File: src/rtl/wav_pkg.sv
// Shared definitions for the triggered waveform capture block.
// Holds the acquisition FSM state encoding, the default frame geometry
// and the trigger-edge selector constants.
package wav_pkg;

  // Default frame geometry and timeout; the top module exposes these as parameters.
  localparam int DEPTH_DEF    = 1024;
  localparam int AW_DEF       = 11;
  localparam int PRE_TRIG_DEF = 256;
  localparam int AUTO_TO_DEF  = 65536;

  // trig_edge encoding
  localparam logic EDGE_RISING  = 1'b0;
  localparam logic EDGE_FALLING = 1'b1;

  typedef enum logic [2:0] {
    S_IDLE  = 3'd0,
    S_PRE   = 3'd1,
    S_ARMED = 3'd2,
    S_POST  = 3'd3,
    S_DONE  = 3'd4,
    S_HOLD  = 3'd5
  } state_t;

endpackage

File: src/rtl/wav_edge_detect.sv
// Edge trigger detector for the ADC sample stream.
// Remembers the previous valid sample and flags, combinationally in the
// cycle of the current valid sample, whether the pair crosses trig_level
// in the selected direction.
//
// Ports:
//   clk, rst     clock and synchronous active-high reset
//   clear        drops the remembered sample (acquisition restart)
//   adc_data     current sample, unsigned 8-bit
//   adc_valid    qualifies adc_data for this cycle
//   trig_level   threshold, unsigned 8-bit
//   trig_edge    0 = rising, 1 = falling
//   trig_hit     crossing detected on this valid sample
module wav_edge_detect
  import wav_pkg::*;
(
  input  logic       clk,
  input  logic       rst,
  input  logic       clear,
  input  logic [7:0] adc_data,
  input  logic       adc_valid,
  input  logic [7:0] trig_level,
  input  logic       trig_edge,
  output logic       trig_hit
);

  logic [7:0] prev;
  logic       prev_valid;

  // clear wins over a coincident sample: the sample arriving on the restart
  // cycle is not part of the new frame and must not seed the history.
  always_ff @(posedge clk) begin
    if (rst) begin
      prev       <= 8'd0;
      prev_valid <= 1'b0;
    end else if (clear) begin
      prev_valid <= 1'b0;
    end else if (adc_valid) begin
      prev       <= adc_data;
      prev_valid <= 1'b1;
    end
  end

  always_comb begin
    trig_hit = 1'b0;
    if (adc_valid && prev_valid) begin
      if (trig_edge == EDGE_FALLING)
        trig_hit = (prev > trig_level) && (adc_data <= trig_level);
      else
        trig_hit = (prev < trig_level) && (adc_data >= trig_level);
    end
  end

endmodule

File: src/rtl/wav_trig_capture.sv
// Triggered acquisition front end for the waveform display.
// Writes the ADC stream circularly into the display RAM, keeps PRE_TRIG
// samples of history before an edge trigger (or an auto-mode forced
// trigger) and completes a DEPTH-sample frame, then reports where the
// oldest sample of that frame lives.
//
// Stream handshake: adc_valid qualifies adc_data for exactly one clk cycle;
// there is no backpressure, every valid sample is either written (S_PRE,
// S_ARMED, S_POST) or dropped (all other states).
//
// Ports:
//   clk, rst            clock and synchronous active-high reset
//   adc_data/adc_valid  sample stream
//   trig_level/trig_edge/trig_auto  trigger setup, sampled live
//   holdoff             clk cycles to wait after a frame before re-arming
//   stop                freeze in S_HOLD at the next frame boundary
//   wr_data/wr_addr/wr_en  RAM write port (registered)
//   start_addr          oldest sample of the last completed frame
//   frame_done          one-cycle pulse per completed frame
//   triggered           1 = last frame from a real edge, 0 = auto timeout
//   busy                acquiring (S_PRE, S_ARMED, S_POST)
//   dbg_state           current FSM state (state_t encoding)
module wav_trig_capture
  import wav_pkg::*;
#(
  parameter int DEPTH    = DEPTH_DEF,
  parameter int AW       = AW_DEF,
  parameter int PRE_TRIG = PRE_TRIG_DEF,
  parameter int AUTO_TO  = AUTO_TO_DEF
) (
  input  logic          clk,
  input  logic          rst,
  input  logic [7:0]    adc_data,
  input  logic          adc_valid,
  input  logic [7:0]    trig_level,
  input  logic          trig_edge,
  input  logic          trig_auto,
  input  logic [31:0]   holdoff,
  input  logic          stop,
  output logic [7:0]    wr_data,
  output logic [AW-1:0] wr_addr,
  output logic          wr_en,
  output logic [AW-1:0] start_addr,
  output logic          frame_done,
  output logic          triggered,
  output logic          busy,
  output logic [2:0]    dbg_state
);

  localparam int PW = $clog2(DEPTH);
  localparam int TW = $clog2(AUTO_TO + 1);

  // Terminal values: each counter stops at "count - 1" on the last sample.
  localparam logic [PW-1:0] PRE_LAST  = PW'(PRE_TRIG - 1);
  localparam logic [PW-1:0] POST_LAST = PW'(DEPTH - PRE_TRIG - 2);
  localparam logic [TW-1:0] TO_LAST   = TW'(AUTO_TO - 1);

  state_t        state;
  logic [PW-1:0] ptr;
  logic [PW-1:0] pre_cnt;
  logic [PW-1:0] post_cnt;
  logic [PW-1:0] trig_addr;
  logic [TW-1:0] to_cnt;
  logic [31:0]   hold_cnt;
  logic          triggered_next;
  logic          trig_hit;
  logic          enter_pre;
  logic          accept;

  assign enter_pre = (state == S_IDLE) ||
                     ((state == S_HOLD) && (hold_cnt >= holdoff) && !stop);

  assign accept = adc_valid &&
                  ((state == S_PRE) || (state == S_ARMED) || (state == S_POST));

  assign busy      = (state == S_PRE) || (state == S_ARMED) || (state == S_POST);
  assign dbg_state = state;

  wav_edge_detect u_edge (
    .clk        (clk),
    .rst        (rst),
    .clear      (enter_pre),
    .adc_data   (adc_data),
    .adc_valid  (adc_valid),
    .trig_level (trig_level),
    .trig_edge  (trig_edge),
    .trig_hit   (trig_hit)
  );

  always_ff @(posedge clk) begin
    if (rst) begin
      state          <= S_IDLE;
      ptr            <= '0;
      pre_cnt        <= '0;
      post_cnt       <= '0;
      trig_addr      <= '0;
      to_cnt         <= '0;
      hold_cnt       <= 32'd0;
      triggered_next <= 1'b0;
      wr_en          <= 1'b0;
      wr_data        <= 8'd0;
      wr_addr        <= '0;
      start_addr     <= '0;
      frame_done     <= 1'b0;
      triggered      <= 1'b0;
    end else begin
      wr_en      <= 1'b0;
      frame_done <= 1'b0;

      // The pointer is never reset between frames; it only wraps.
      if (accept) begin
        wr_en   <= 1'b1;
        wr_data <= adc_data;
        wr_addr <= AW'(ptr);
        ptr     <= ptr + PW'(1);
      end

      case (state)
        S_IDLE: begin
          pre_cnt <= '0;
          state   <= S_PRE;
        end

        // Fill the history; edges here are deliberately ignored.
        S_PRE: begin
          if (adc_valid) begin
            if (pre_cnt == PRE_LAST) begin
              pre_cnt <= '0;
              to_cnt  <= '0;
              state   <= S_ARMED;
            end else begin
              pre_cnt <= pre_cnt + PW'(1);
            end
          end
        end

        // The trigger sample itself is written here, at ptr. The timeout
        // counter saturates so auto mode can be enabled while waiting.
        S_ARMED: begin
          if (adc_valid) begin
            if (trig_hit) begin
              trig_addr      <= ptr;
              triggered_next <= 1'b1;
              post_cnt       <= '0;
              state          <= S_POST;
            end else if (trig_auto && (to_cnt == TO_LAST)) begin
              trig_addr      <= ptr;
              triggered_next <= 1'b0;
              post_cnt       <= '0;
              state          <= S_POST;
            end else if (to_cnt != TO_LAST) begin
              to_cnt <= to_cnt + TW'(1);
            end
          end
        end

        S_POST: begin
          if (adc_valid) begin
            if (post_cnt == POST_LAST)
              state <= S_DONE;
            else
              post_cnt <= post_cnt + PW'(1);
          end
        end

        S_DONE: begin
          frame_done <= 1'b1;
          start_addr <= AW'(PW'(trig_addr - PW'(PRE_TRIG)));
          triggered  <= triggered_next;
          hold_cnt   <= 32'd0;
          state      <= S_HOLD;
        end

        // Holdoff counts clk cycles, not samples; the count saturates at
        // holdoff so a long stop cannot wrap it.
        S_HOLD: begin
          if (enter_pre) begin
            pre_cnt <= '0;
            state   <= S_PRE;
          end else if (hold_cnt < holdoff) begin
            hold_cnt <= hold_cnt + 32'd1;
          end
        end

        default: state <= S_IDLE;
      endcase
    end
  end

endmodule

File: config.mk
export PLATFORM = sky130hd
export DESIGN_NAME = wav_trig_capture
export DESIGN_NICKNAME = d
export VERILOG_FILES = /design/src/rtl/wav_pkg.sv /design/src/rtl/wav_edge_detect.sv /design/src/rtl/wav_trig_capture.sv
export SDC_FILE = /design/constraint.sdc
export NUM_CORES = 1
export LEC_CHECK = 0
export ABC_CLOCK_PERIOD_IN_PS = 7650
export CORE_ASPECT_RATIO = 0.5
export CORE_UTILIZATION = 55
export CTS_CLUSTER_DIAMETER = 100
export DETAILED_ROUTE_END_ITERATION = 10
export HOLD_SLACK_MARGIN = 0.1
export PLACE_DENSITY = 0.79
export SYNTH_ARGS = -nofsm -noshare
export SYNTH_HDL_FRONTEND = slang
export SYNTH_SLANG_ARGS = --single-unit
File: constraint.sdc
create_clock -name clk -period 7.65 [get_ports clk]
set_input_delay 1.53 -clock clk [delete_from_list [all_inputs] [get_ports clk]]
set_output_delay 1.53 -clock clk [all_outputs]
set_load 0.005 [all_outputs]
==> flow_summary.rst, run 1 <==
.. list-table::
   :header-rows: 1

   * - Metric
     - Value
   * - Share of the clock period used by the worst path after layout
     - 58.4%
   * - Overall via count from detail_route
     - a little over 8,000
   * - Post-synth EDFFs
     - 0
   * - Total clock buffers created by CTS
     - 17
   * - Count of antenna diodes in the layout
     - 0
   * - Critical path fanouts, max
     - 27
   * - Maximum number of pins on one net before global-route repair
     - 79
   * - Number of detailed-route iterations in the first pass
     - 6
   * - CP max stage cell
     - sky130_fd_sc_hd__or4_1
   * - Area enclosed by the die boundary
     - 15,000 µm²
   * - Type of destination of the critical path
     - register
   * - Max Cap Violations
     - 0
   * - Post-synthesis instance area
     - between 7000 and 8000 µm²
   * - Core region area
     - 13,800 µm²
   * - Async set-or-reset flop fraction in the synthesized netlist
     - 0%
   * - Hold Path Class
     - register to register
   * - Total congestion overflow after global routing
     - 0
   * - Dominant synthesized flop cell
     - sky130_fd_sc_hd__dfxtp_1
   * - Shortest period the worst path allows
     - about 4.5 ns
   * - Post-Route Skew
     - 0.0142 ns
   * - Number of nets in the layout
     - 1,189
   * - Maximum resistive drop on vdd
     - 0.189 mV
   * - Data required time of the critical path
     - 7.98 ns
   * - Status
     - complete, no violations
   * - Share of final-layout standard cells stronger than drive strength 1
     - 4.94%
   * - Detailed placement HPWL
     - 14,100 µm
   * - Average via count per standard cell
     - 6.33
   * - Relative slew slack
     - 21.4%
   * - Slew at the pin with the worst max-slew slack
     - 1.16 ns
   * - Layout Area Growth over Synthesis
     - 18.7%
   * - CP bufs+invs
     - 2
   * - CP most frequent cell
     - sky130_fd_sc_hd__o21ai_0
   * - Max-slew violation count
     - 0
   * - Initial core utilization
     - between 50% and 60%
   * - Pwr Density
     - 229 nW/µm²
   * - Critical Path, Cell by Cell
     - clkdlybuf4s50_1, inv_1, ha_1, a21oi_1, o21ai_0, a211oi_1, o21ai_0, or2_1, or4_1, a311oi_1
   * - Die Ht
     - just under 90 µm
   * - Cells resized by post-CTS repair
     - 0
   * - Total setup buffers inserted after CTS
     - 0
   * - Final setup violation count
     - 0
   * - Accumulated negative setup slack
     - 0 ns
   * - Detailed-route wire length per cell
     - around 17 µm
   * - CTS tree
     - done
   * - Worst hold-check slack
     - ~0.45 ns
   * - Clock insertion delay at the later pin of the skew report
     - around 0.43 ns
   * - Routed Wire Length
     - approximately 21,000 µm
   * - Cell count after placement
     - 1,253
   * - First-pass GRT wire length
     - around 36,000 µm
   * - Worst Path Arrival
     - 4.80 ns
   * - Synth unique cells
     - 69
   * - Final hold vios
     - 0
   * - Number of antenna violations at the first check in global routing
     - 0
   * - Vias in the first global route
     - around 7,500
   * - Unrepaired setup endpoints after global routing
     - false
   * - Proportion of synthesized chip area in sequential cells
     - between 30% and 40%
   * - Max stage delay on crit path
     - 0.62 ns
   * - Clock-pin slew of the registers on the worst-case setup and hold paths
     - about 0.060 ns
   * - Max Clk Rate
     - approximately 0.22 GHz
   * - Cell area after layout
     - roughly 9400 µm²
   * - Count of nets left with antenna violations after detail routing
     - 0
   * - Width of the die
     - 172 µm
   * - Total placed instance area
     - 8840 µm²
   * - Maximum clock path buffer count
     - 2
   * - Hold-fix buffers at CTS
     - 0
   * - Critical Setup Path Class
     - primary input to register
   * - Post-layout util
     - 68.3%
   * - Count of yosys warnings during synthesis
     - 0
   * - Kind of cell adding the most delay to the critical path
     - compound AO/OA/AOI/OAI gates
   * - GRT Util Overall
     - 30.0%
   * - Total of flip-flops plus latches after synthesis
     - 133
   * - Non-filler cells in the finished layout
     - 1,285
   * - Clock Root Buffer
     - sky130_fd_sc_hd__clkbuf_16
   * - Placer's final routability congestion estimate
     - just under 0.9
   * - Number of design rule violations left after detail routing
     - 0
   * - Sink Count
     - 133
   * - Drt initial violations
     - 841
   * - Ports placed on the boundary
     - 91
   * - Startpoint type of the worst setup path
     - primary input
   * - Leakage component of the power
     - 3.58 nW
   * - H-tree level count
     - 4
   * - Post-Synthesis Mean Instance Area
     - 7.68 µm²
   * - Synthesized instance count
     - 1,035
   * - Port Buffer Count
     - ~90
   * - Number of rows created at floorplan
     - 30
## per-stage QoR
step	setup slack [ns]	power (W)
floorplan	3.76	0.00112
global placement	2.90	0.00129
detailed placement	2.84	0.00131
CTS	3.20	0.00215
global route	2.91	0.00225
finish	3.18	0.00216
## power breakdown
group / internal (W) / switching [W]
Clock: 0.000502 / 0.000351
Sequential: 0.000731 / 0.0000391
Combinational: 0.000178 / 0.000359
## layout by cell type, fill, tap and decap left out, types with 7 or more instances in the layout
cell type	Yosys	layout
sky130_fd_sc_hd__dfxtp_1	133	133
sky130_fd_sc_hd__a2111o_1	13	13
sky130_fd_sc_hd__mux2i_1	12	12
sky130_fd_sc_hd__nor3_1	21	20
sky130_fd_sc_hd__a21oi_1	93	93
sky130_fd_sc_hd__inv_1	55	55
sky130_fd_sc_hd__nor4_1	14	14
sky130_fd_sc_hd__clkbuf_16	0	17
sky130_fd_sc_hd__nor2_1	61	61
sky130_fd_sc_hd__o2111ai_1	16	16
sky130_fd_sc_hd__nand3_1	53	53
sky130_fd_sc_hd__or3_1	12	12
sky130_fd_sc_hd__nand2_1	166	166
sky130_fd_sc_hd__o21ai_0	40	40
sky130_fd_sc_hd__clkdlybuf4s50_1	0	87
sky130_fd_sc_hd__ha_1	55	55
sky130_fd_sc_hd__a211oi_1	11	11
sky130_fd_sc_hd__a31oi_1	10	10
sky130_fd_sc_hd__and4_1	8	8
sky130_fd_sc_hd__o31ai_1	20	20
sky130_fd_sc_hd__o311ai_0	7	7
sky130_fd_sc_hd__nand4_1	49	49
sky130_fd_sc_hd__and3_1	24	24
sky130_fd_sc_hd__buf_4	2	8
## final timing paths
kind                                   from              to  cells past startpoint  slack, ns
worst max-delay path            holdoff[27]    hold_cnt[28]                     10       3.18
worst min-delay path             wr_addr[7]      wr_addr[7]                      2       0.45
worst max register to register  hold_cnt[5]  u_edge.prev[3]                      8       4.38
worst min register to register   wr_addr[7]      wr_addr[7]                      2       0.45
## worst register-to-register path, delay by kind of cell, from the launching register on
kind	cells	cell delay [ns]
AO/OA/AOI/OAI	5	1.56
AND/OR/NAND/NOR	1	0.59
flip-flops	1	0.45
adder cells (fa/ha/maj)	1	0.30
multiplexers	1	0.29
## logic make-up after synthesis
logic type / Yosys count / synth area share, %
xor gates and xnor gates: 7 / 0.771
and+or+nand+nor: 441 / 27.0
adders and majority gates: 55 / 8.66
AOI/OAI and AO/OA: 258 / 22.1
other: 1 / 0.0472
buffers and inverters: 128 / 6.41
DFF: 133 / 33.5
muxes: 12 / 1.51
## synthesized netlist by cell type (3+ instances only)
cell	instances	area, µm²
sky130_fd_sc_hd__inv_1	55	206
sky130_fd_sc_hd__nand3b_1	3	22.5
sky130_fd_sc_hd__xor2_1	6	52.6
sky130_fd_sc_hd__a21o_1	4	30.0
sky130_fd_sc_hd__o311ai_0	7	61.3
sky130_fd_sc_hd__buf_1	3	11.3
sky130_fd_sc_hd__a31oi_1	10	62.6
sky130_fd_sc_hd__a41oi_1	3	26.3
sky130_fd_sc_hd__nor2_1	61	229
sky130_fd_sc_hd__nand4_1	49	307
sky130_fd_sc_hd__or4_1	6	45.0
sky130_fd_sc_hd__and3_1	24	150
sky130_fd_sc_hd__o31a_1	4	35.0
sky130_fd_sc_hd__or2_2	5	31.3
sky130_fd_sc_hd__nor4_1	14	87.6
sky130_fd_sc_hd__nand4b_1	3	26.3
sky130_fd_sc_hd__clkbuf_1	59	221
sky130_fd_sc_hd__nand2_1	166	623
sky130_fd_sc_hd__a211oi_1	11	82.6
sky130_fd_sc_hd__and4_1	8	70.1
sky130_fd_sc_hd__or3_1	12	75.1
sky130_fd_sc_hd__buf_2	5	25.0
sky130_fd_sc_hd__and2_1	5	31.3
sky130_fd_sc_hd__nor3_1	21	105
sky130_fd_sc_hd__a311o_1	5	50.1
sky130_fd_sc_hd__o21ai_0	40	200
sky130_fd_sc_hd__a21oi_1	93	465
sky130_fd_sc_hd__nor2b_1	5	31.3
sky130_fd_sc_hd__mux2i_1	12	120
sky130_fd_sc_hd__dfxtp_1	133	2660
sky130_fd_sc_hd__o2111ai_1	16	140
sky130_fd_sc_hd__o31ai_1	20	150
sky130_fd_sc_hd__a2111o_1	13	146
sky130_fd_sc_hd__nand3_1	53	265
sky130_fd_sc_hd__ha_1	55	688
## final cells by class
cell class              instances  area (µm²)
clock inverters                13         146
fillers                      1214        4380
repair buffers                 96         936
clock buffers                  19         453
flip-flops and latches        133        2660
inverters                      57         214
multi-input cells             775        4790
well taps                     192         240
## routing by layer
metal / up-vias / GRT usage [%] / share of wire [%]
met4: 0 / 11.8 / 2.0
met2: 324 / 50.8 / 47
met1: 3862 / 38.3 / 44
met5: - / 0 / 0
met3: 41 / 5.00 / 6.5
li1: 3910 / - / -
## registers in the layout (all words and copies together) (netlist names)
name and count:
triggered_next 1, trig_addr 10, wr_data 8, wr_en 1
start_addr 10, pre_cnt 10, u_edge.prev_valid 1, wr_addr 10
dbg_state 3, frame_done 1, triggered 1, post_cnt 10
u_edge.prev 8, hold_cnt 32, to_cnt 17, ptr 10
No activity file was read; power rests on OpenSTA's default activity.
==> run 2, diff against run 1 <==
- ABC_CLOCK_PERIOD_IN_PS: 7650 -> 3650
- CORE_UTILIZATION: 55 -> 52
- clock period: 7.65 -> 3.65 ns (I/O delays scaled with it)
==> run 2 against run 1 <==
Against the previous run: core utilization shrank 2.5 points; cell area rose by 2.5%; largest cell class unchanged; worst hold slack better by 0.0015 ns; critical path depth increased by 2; first-iteration DRC count down 28%.
==> flow_summary.rst, run 2 (synthesis results as in run 1) <==
.. list-table::
   :header-rows: 1

   * - Metric
     - Value
   * - Status
     - complete, no violations (unchanged)
   * - Share of final-layout standard cells stronger than drive strength 1
     - 7.64% (was 4.94%)
   * - Unrepaired setup endpoints after global routing
     - false (unchanged)
   * - Critical path fanouts, max
     - 8 (was 27)
   * - Tot Pwr
     - 0.00448 W (was 0.00216 W)
   * - Pwr Density
     - 463 nW/µm² (was 229 nW/µm²)
   * - Post-Route Skew
     - 0.00999 ns (was 0.0142 ns)
   * - Placer's final routability congestion estimate
     - 0.869 (was 0.874)
   * - CTS tree
     - done (unchanged)
   * - Hold wc startpoint
     - wr_data[3] (was wr_addr[7])
   * - Average via count per standard cell
     - 6.16 (was 6.33)
   * - Routed Wire Length
     - 21,100 µm (was 21,400 µm)
   * - Worst Path Arrival
     - 3.60 ns (was 4.80 ns)
   * - Register-to-Register Path Depth
     - 11 (was 8)
   * - Number of nets in the layout
     - 1,221 (was 1,189)
   * - Area enclosed by the die boundary
     - 15,800 µm² (was 15,000 µm²)
   * - Maximum resistive drop on vdd
     - 0.380 mV (was 0.189 mV)
   * - Max-slew violation count
     - 0 (unchanged)
   * - Number of detailed-route iterations in the first pass
     - 7 (was 6)
   * - GRT Util Overall
     - 27.6% (was 30.0%)
   * - Slew at the pin with the worst max-slew slack
     - 0.699 ns (was 1.16 ns)
   * - Overall via count from detail_route
     - 8,148 (was 8,137)
   * - Accumulated negative setup slack
     - 0 ns (unchanged)
   * - Final hold vios
     - 0 (unchanged)
   * - Reg2reg end
     - post_cnt[2] (was u_edge.prev[3])
   * - Port Buffer Count
     - 88 (unchanged)
   * - Width of the die
     - 177 µm (was 172 µm)
   * - Ports placed on the boundary
     - 91 (unchanged)
   * - Maximum clock path buffer count
     - 2 (unchanged)
   * - Clock insertion delay at the later pin of the skew report
     - 0.43 ns (about the same)
   * - Hold-fix buffers at CTS
     - 0 (unchanged)
   * - Register containing the most flip-flops in the final layout
     - hold_cnt (unchanged)
   * - Shortest period the worst path allows
     - 3.29 ns
   * - Total setup buffers inserted after CTS
     - 0 (unchanged)
   * - Commonest non-fill, non-tap cells in the layout
     - 166 x sky130_fd_sc_hd__nand2_1, 133 x sky130_fd_sc_hd__dfxtp_1, 93 x sky130_fd_sc_hd__a21oi_1 (unchanged)
   * - Largest registers in the final layout
     - hold_cnt (32), to_cnt (17) (unchanged)
   * - Count of antenna diodes in the layout
     - 0 (unchanged)
   * - Number of design rule violations left after detail routing
     - 0 (unchanged)
   * - H-tree level count
     - 4 (unchanged)
   * - Reg2Reg Setup Slack
     - 0.72 ns (was 4.38 ns)
   * - Number of rows created at floorplan
     - 31 (was 30)
   * - Initial core utilization
     - 54.1% (was 57.5%)
   * - Max Clk Rate
     - 0.304 GHz
   * - Detailed placement HPWL
     - 14,700 µm (was 14,100 µm)
   * - Most common library cell in the layout ignoring fill and taps
     - sky130_fd_sc_hd__nand2_1 (unchanged)
   * - Flip-flop count of the largest register, all copies and words added
     - 32 (unchanged)
   * - Post-layout util
     - 65.8% (was 68.3%)
   * - Core region area
     - 14,700 µm² (was 13,800 µm²)
   * - Relative slew slack
     - 53.3% (was 21.4%)
   * - Detailed-route wire length per cell
     - 16.0 µm (was 16.7 µm)
   * - Final setup violation count
     - 0 (unchanged)
   * - Layout Area Growth over Synthesis
     - 21.7% (was 18.7%)
   * - Hold Path Class
     - register to register (unchanged)
   * - Die Ht
     - 89.4 µm (was 87.0 µm)
   * - First-pass GRT wire length
     - 35,300 µm (was 35,900 µm)
   * - Max Cap Violations
     - 0 (unchanged)
   * - Sink Count
     - 133 (unchanged)
   * - Total congestion overflow after global routing
     - 0 (unchanged)
   * - Worst r2r src
     - to_cnt[3] (was hold_cnt[5])
   * - Vias in the first global route
     - 7,742 (was 7,512)
   * - Data required time of the critical path
     - 3.96 ns (was 7.98 ns)
   * - Critical Setup Path Class
     - primary input to register (unchanged)
   * - Number of antenna violations at the first check in global routing
     - 0 (unchanged)
   * - Total clock buffers created by CTS
     - 17 (unchanged)
   * - Launching element of the worst setup path
     - holdoff[15] (was holdoff[27])
   * - Total placed instance area
     - 9110 µm² (was 8840 µm²)
   * - Cell area after layout
     - 9670 µm² (was 9440 µm²)
   * - Maximum number of pins on one net before global-route repair
     - 59 (was 79)
   * - Type of destination of the critical path
     - register (unchanged)
   * - Startpoint type of the worst setup path
     - primary input (unchanged)
   * - Drt initial violations
     - 604 (was 841)
   * - Share of the clock period used by the worst path after layout
     - 90.2%
   * - Clock-pin slew of the registers on the worst-case setup and hold paths
     - 0.07 ns (was 0.06 ns)
   * - Leakage component of the power
     - 3.73 nW (was 3.58 nW)
   * - End of the critical path
     - u_edge.prev[2] (was hold_cnt[28])
   * - Clock Root Buffer
     - sky130_fd_sc_hd__clkbuf_16 (unchanged)
   * - Count of nets left with antenna violations after detail routing
     - 0 (unchanged)
   * - Cells resized by post-CTS repair
     - 0 (unchanged)
==> run 2: routing by layer <==
layer	part of all wire [%]	global-route usage, %
met1	45	33.3
met2	48	49.2
met3	5.6	4.85
met4	1.9	11.8
met5	0	0
==> run 2: area by class of cell <==
class                           count  area, µm²
Fill cell                        1233       5030
Multi-Input combinational cell    775       4790
Sequential cell                   133       2660
Timing Repair Buffer              128       1200
Clock buffer                       17        425
Tap cell                          198        248
Inverter                           57        214
Clock inverter                     15        135
==> run 2: through the flow <==
stage,instances,hold WS (ns),worst slack [ns]
6_report,1323,0.455,0.358
5_1_grt,1323,0.474,0.154
4_1_cts,1323,0.457,0.391
3_5_place_dp,1291,0.448,-0.0252
3_3_place_gp,1291,0.441,0.00768
2_1_floorplan,1036,0.432,0.558
==> run 2: worst min path at each step <==
stage	endpoint	slack, ns	cells after the start
floorplan	start_addr[0]	0.43	2
global placement	wr_data[2]	0.44	2
detailed placement	start_addr[7]	0.45	2
CTS	start_addr[7]	0.46	2
global route	start_addr[6]	0.47	2
finish	wr_data[3]	0.45	2
==> run 2: worst max-delay path, stage by stage <==
cell and delay [ns]:
sky130_fd_sc_hd__clkdlybuf4s50_1 0.48, sky130_fd_sc_hd__inv_1 0.05, sky130_fd_sc_hd__ha_1 0.28, sky130_fd_sc_hd__nand4_1 0.14, sky130_fd_sc_hd__nor3_1 0.40, sky130_fd_sc_hd__a21boi_0 0.32
sky130_fd_sc_hd__o31a_4 0.24, sky130_fd_sc_hd__nor4_1 0.08, sky130_fd_sc_hd__buf_4 0.19, sky130_fd_sc_hd__o41a_1 0.41, sky130_fd_sc_hd__buf_12 0.17, sky130_fd_sc_hd__mux2i_1 0.12
==> run 2: power by group <==
| group | total, W | internal, W | switching (W) |
|---|---|---|---|
| Clock | 0.00166 | 0.000901 | 0.000764 |
| Sequential | 0.00162 | 0.00153 | 0.0000860 |
| Combinational | 0.00120 | 0.000442 | 0.000754 |
==> run 3, diff against run 2 <==
- TNS_END_PERCENT: default -> 1
==> results of run 3 <==
Final layout, timing and power as in run 2 (identical DEF).
